--- src/rtl/seg_disp_pkg.sv ---
// Shared constants and helpers for the four-digit multiplexed 7-segment scan controller.
package seg_disp_pkg;

  localparam int NUM_DIGITS          = 4;
  localparam int DIGIT_W             = 4;
  localparam int IDX_W               = $clog2(NUM_DIGITS);
  localparam int REFRESH_DIV_DEFAULT = 100000;

  localparam logic [NUM_DIGITS-1:0] ANODE_OFF = 4'b1111;

  typedef logic [NUM_DIGITS*DIGIT_W-1:0] bcd_word_t;
  typedef logic [IDX_W-1:0]              digit_idx_t;

  // Active-low one-hot anode pattern for the given digit slot.
  function automatic logic [NUM_DIGITS-1:0] anode_sel(input digit_idx_t idx);
    return ~(NUM_DIGITS'(1) << idx);
  endfunction

endpackage

--- src/rtl/seg_scan_mux_tick.sv ---
// Refresh prescaler: free-running 0..REFRESH_DIV-1 counter with a 1-cycle tick on the last count.
module scan_tick_gen
  import seg_disp_pkg::*;
#(
  parameter int REFRESH_DIV = REFRESH_DIV_DEFAULT
) (
  input  logic clk,
  input  logic rst,
  output logic tick_o
);

  localparam int               CNT_W   = $clog2(REFRESH_DIV);
  localparam logic [CNT_W-1:0] CNT_MAX = CNT_W'(REFRESH_DIV - 1);

  logic [CNT_W-1:0] cnt_q, cnt_d;

  assign tick_o = (cnt_q == CNT_MAX);

  // NOTE: combinational next-state blocks assign every output on every path so no latch is inferred.
  always_comb begin
    cnt_d = cnt_q + CNT_W'(1);
    if (tick_o) cnt_d = '0;
  end

  // NOTE: sequential state uses non-blocking assignments so all registers update from pre-edge values.
  always_ff @(posedge clk or posedge rst) begin
    if (rst) cnt_q <= '0;
    else     cnt_q <= cnt_d;
  end

endmodule

--- src/rtl/seg_scan_mux.sv ---
// Four-digit scan controller with frame-boundary double buffering.
// Optional feature: define LEADING_ZERO_BLANK_EN to blank leading zero digits (digit 0 always shown).
module seg_scan_mux
  import seg_disp_pkg::*;
#(
  parameter int REFRESH_DIV = REFRESH_DIV_DEFAULT
) (
  input  logic                  clk,
  input  logic                  rst,
  input  logic [15:0]           digits_in,
  input  logic                  load,
  output logic                  pending,
  output logic [DIGIT_W-1:0]    bcd_out,
  output logic [NUM_DIGITS-1:0] an_out,
  output logic [IDX_W-1:0]      digit_idx,
  output logic                  frame_tick
);

  logic       tick, boundary;
  digit_idx_t idx_q, idx_d, didx_q;
  bcd_word_t  stage_q, stage_d, active_q, active_d;
  logic       pending_q, pending_d;
  logic [DIGIT_W-1:0]    bcd_q, bcd_d;
  logic [NUM_DIGITS-1:0] an_q, an_d, blank;

  scan_tick_gen #(.REFRESH_DIV(REFRESH_DIV)) u_tick (
    .clk    (clk),
    .rst    (rst),
    .tick_o (tick)
  );

  assign boundary = tick && (idx_q == digit_idx_t'(NUM_DIGITS - 1));

`ifdef LEADING_ZERO_BLANK_EN
  // A digit is blank when it and every digit above it are zero; digit 0 is never blanked.
  always_comb begin
    logic zero_above;
    zero_above = 1'b1;
    blank      = '0;
    for (int i = NUM_DIGITS - 1; i >= 1; i--) begin
      zero_above = zero_above && (active_q[i*DIGIT_W +: DIGIT_W] == '0);
      blank[i]   = zero_above;
    end
  end
`else
  assign blank = '0;
`endif

  always_comb begin
    idx_d     = tick ? idx_q + digit_idx_t'(1) : idx_q;
    stage_d   = stage_q;
    active_d  = active_q;
    pending_d = pending_q;
    if (boundary) begin
      // A load landing on the boundary goes straight to the display and supersedes any staged word.
      if (load)           active_d = digits_in;
      else if (pending_q) active_d = stage_q;
      pending_d = 1'b0;
    end else if (load) begin
      stage_d   = digits_in;
      pending_d = 1'b1;
    end
    bcd_d = active_q[DIGIT_W*idx_q +: DIGIT_W];
    an_d  = blank[idx_q] ? ANODE_OFF : anode_sel(idx_q);
  end

  always_ff @(posedge clk or posedge rst) begin
    if (rst) begin
      idx_q     <= '0;
      stage_q   <= '0;
      active_q  <= '0;
      pending_q <= 1'b0;
      bcd_q     <= '0;
      an_q      <= ANODE_OFF;
      didx_q    <= '0;
    end else begin
      idx_q     <= idx_d;
      stage_q   <= stage_d;
      active_q  <= active_d;
      pending_q <= pending_d;
      bcd_q     <= bcd_d;
      an_q      <= an_d;
      didx_q    <= idx_q;
    end
  end

  assign pending    = pending_q;
  assign bcd_out    = bcd_q;
  assign an_out     = an_q;
  assign digit_idx  = didx_q;
  assign frame_tick = boundary;

endmodule

--- config.mk ---
export PLATFORM = sky130hd
export DESIGN_NAME = seg_scan_mux
export DESIGN_NICKNAME = d
export VERILOG_FILES = /design/src/rtl/seg_disp_pkg.sv /design/src/rtl/seg_scan_mux_tick.sv /design/src/rtl/seg_scan_mux.sv
export SDC_FILE = /design/constraint.sdc
export NUM_CORES = 1
export LEC_CHECK = 0
export CORE_AREA = 2 2 75 77
export DETAILED_ROUTE_END_ITERATION = 6
export DIE_AREA = 0 0 77 79
export GPL_ROUTABILITY_DRIVEN = 0
export GPL_TIMING_DRIVEN = 0
export PLACE_DENSITY = 0.76
export SYNTH_ARGS = -nofsm -noshare
export SYNTH_HDL_FRONTEND = slang
export SYNTH_SLANG_ARGS = --single-unit
--- constraint.sdc ---
create_clock -name clk -period 2.2 [get_ports clk]
set_input_delay 0.44 -clock clk [delete_from_list [all_inputs] [get_ports clk]]
set_output_delay 0.44 -clock clk [all_outputs]
set_load 0.05 [all_outputs]
==> impl_metrics.csv <==
group,metric,value,unit
floorplan,initial_core_util,52.1,%
flow_run,cap_violations,0,
logic_synthesis,synth.lib_cells_used.distinct,37,
drt,final_antenna_net_count,0,
power,comb_power_share,7.6,%
clock_tree,cts_tree,"done",
setup_path,r2r_setup_slack,0.30,ns
setup_path,worst_r2r_path_depth,5,
power,power.share.clock,45.0,%
sta,min_period,2.16,ns
sta,number_of_hold_slack_violations_in_the_final_timing_report,0,
drt,drt_wl_total,5.29,mm
sta,setup-violations-final,0,
final_layout,post_route_cells_drive_above_1_share,23.7,%
clock_tree,cts.sink_count,62,
power,power.switching_fraction,20.9,%
final_layout,area.growth.synth_to_final,25.0,%
clock_tree,cts_made_buffers,9,
setup_path,crit_slowest_cell,"sky130_fd_sc_hd__dfrtp_1",
global_routing,first_pass_grt_wire_length,9.00,mm
final_layout,area_of_the_multi_input_gates,0.00115,mm2
power,power_report.internal_total,2.02,mW
setup_path,worst_ep_required_time,1.76,ns
final_layout,layout.cells.most_common_list,"sky130_fd_sc_hd__dfrtp_1 (57), sky130_fd_sc_hd__nor2_1 (30), sky130_fd_sc_hd__clkdlybuf4s50_1 (29), sky130_fd_sc_hd__a21oi_1 (16), sky130_fd_sc_hd__o22ai_1 (13)",
final_layout,number_of_diodes_added_for_antenna_fixing,0,
clock_tree,clock_tree.htree_level_count,3,
setup_path,path_cells,"nor4b_4, and3_2, and3_2, buf_6",
clock_tree,insertion_delay,0.33,ns
power,power_switching,0.535,mW
drt,drt_pre_antenna_iters,4,
setup_path,worst-endpoint-arrival,1.72,ns
sta,timing.hold.ws,0.467,ns
placement,placed_cell_area,0.00319,mm2
drt,drt_drc_violations_left,0,
sta,worst_pin_slew,0.550,ns
setup_path,timing.critical_path.mode_cell,"sky130_fd_sc_hd__and3_2",
logic_synthesis,synth_seq_cells,62,
sta,post-route-worst-setup-slack,0.0449,ns
clock_tree,clk_pin_slew_worst_paths,0.07,ns
sta,worst_clock_skew,0.00692,ns
drt,vias_per_cell,5.25,
setup_path,r2r-start,"u_tick.cnt_q[14]",
floorplan,floorplan.die_area,0.00608,mm2
logic_synthesis,syn-num-nets,254,
final_layout,finish.instance_area,0.00348,mm2
clock_tree,root_buffer,"sky130_fd_sc_hd__clkbuf_8",
drt,initialDrtViolationCount,110,
global_routing,remaining_overflow_grt,0,
global_routing,largest_net_degree_at_the_start_of_global_routing,37,
placement,dpl.cell_count,333,
floorplan,die_width,77,um
clock_tree,cts_hold_repair.buffers,0,
placement,io_buffer_count,30,
setup_path,start_kind,"flop",
floorplan,die_h,79,um
clock_tree,maximum_buffer_depth_of_the_clock_tree,2,
floorplan,design.portCount,31,
setup_path,crit_path_max_incr_delay,0.43,ns
status,outcome,"finished, final reports clean",
global_routing,total_grt_usage,19.2,%
floorplan,placeableCoreArea,0.00534,mm2
floorplan,placementRows,27,
sta,fmax,0.464,GHz
power,vdd.ir_drop.worst,384,uV
final_layout,final_core_utilization,65.1,%
setup_path,r2r_path_end,"stage_q[3]",
logic_synthesis,synth_seq_area_share,56.0,%
setup_path,cp_max_fo,3,
sta,final_worst_path_cycle_share,98.0,%
final_layout,final_common_cell,"sky130_fd_sc_hd__dfrtp_1",
logic_synthesis,synth.avg_cell_area,12.1,um2
logic_synthesis,synth_cells,230,
worst_hold_path,hold_class,"in2async",
final_layout,nFillCells,427,
power,pwr_density_cell,736,mW/mm2
setup_path,criticalPathCategory,"reg2out",
logic_synthesis,post_synth_instance_area,0.00278,mm2
placement,hpwl,3.61,mm
sta,relSlewSlack,63.3,%
final_layout,fin_nets,298,
final_layout,final_cell_count_no_fill,351,
power,p_seq_share,47.4,%
logic_synthesis,number_of_warnings_printed_during_yosys_synthesis,0,
power,static-leakage-power,1.52,nW
drt,wire_per_inst,15.1,um
global_routing,antenna_violations_before_repair,0,
drt,dr_total_vias,1842,
sta,drv_slew,0,
setup_path,worst_setup_path_end_kind,"primary output",
final_layout,layout.area.seq,0.00156,mm2
global_routing,grt_pass1_vias,1840,
placement,dp_worst_setup_slack,-0.571,ns
stage by stage:
stage / TNS [ns] / total power, mW
floorplan: 0 / 1.35
global placement: -48.99 / 1.42
detailed placement: -1.22 / 1.43
CTS: 0 / 2.58
global route: -0.0157 / 2.65
finish: 0 / 2.56
state kept, by name (all words and copies together) (netlist names):
name,count
digit_idx,2
stage_q,16
pending,1
idx_q,2
active_q,16
an_out,4
u_tick.cnt_q,17
bcd_out,4
power groups by stage:
stage                     Clock, mW  Combinational [mW]  Sequential, mW
after floorplan                   0               0.112            1.24
after global placement            0               0.188            1.23
after detailed placement          0               0.197            1.23
after CTS                      1.17               0.198            1.21
after global routing           1.22               0.212            1.22
final                          1.15               0.194            1.21
cells in the mapped netlist (all sizes together):
cell	n	area [um2]
dfrtp	58	1450
nor2	30	113
a21oi	16	80.1
mux2	16	218
o22ai	13	81.3
nand2	10	37.5
xnor2	10	87.6
inv	9	33.8
nand3	9	45.0
and3	8	53.8
buf	6	53.8
xor2	6	52.6
clkbuf	5	18.8
ha	5	62.6
dfstp	4	105
mux4	4	90.1
nor3	4	42.5
o21ai	4	31.3
nand4	3	33.8
and2	2	13.8
a31o	1	8.76
and4	1	10.0
and4b	1	13.8
mux2i	1	10.0
nand2b	1	6.26
nor2b	1	6.26
nor4	1	6.26
nor4b	1	15.0
worst max-delay path: cells and delay by family, from the launching register on:
kind / cells / cell delay, ns
AND/OR/NAND/NOR: 3 / 0.80
flip-flops: 1 / 0.43
buffers and inverters: 1 / 0.16
final cells by class:
cell class	count	area share (%)
flip-flops and latches	62	44.8
multi-input cells	148	33.0
repair buffers	34	9.90
plain buffers	10	1.98
well taps	72	2.59
inverters	9	0.972
clock buffers	13	4.86
clock inverters	3	1.87
what timing repair did:
| item | CTS | global route |
|---|---|---|
| setup buffers | 3 | 0 |
| resized for setup | 11 | 2 |
| cloned | 0 | 0 |
| pin swaps | 1 | 2 |
| endpoints found under the setup margin | 1 | 1 |
how the worst max path moves through the flow:
stage | from | end | depth (start not counted)
after global routing | u_tick.cnt_q[14] | frame_tick | 4
after detailed placement | idx_q[1] | frame_tick | 6
after floorplan | u_tick.cnt_q[0] | frame_tick | 5
after CTS | u_tick.cnt_q[1] | frame_tick | 5
after global placement | rst | stage_q[10] | 2
final | u_tick.cnt_q[14] | frame_tick | 4
routing by layer:
metal | track usage (%) | routed length (um) | up-vias
met5 | 0 | 0 | -
met4 | 9.11 | 108 | 0
met3 | 3.64 | 175 | 11
met2 | 28.7 | 2410 | 36
met1 | 27.5 | 2600 | 908
li1 | - | - | 887
logic make-up (layout without fill, tap and decap cells):
group / count (synthesis) / in the layout / synth area share [%]
xor gates and xnor gates: 16 / 16 / 5.04
DFF: 62 / 62 / 56.0
AOI/OAI and AO/OA: 34 / 34 / 7.24
adders and majority gates: 5 / 5 / 2.25
muxes: 21 / 21 / 11.4
buffers and inverters: 20 / 69 / 3.82
and+or+nand+nor: 72 / 72 / 14.3
(Power assumes the default switching activity.)
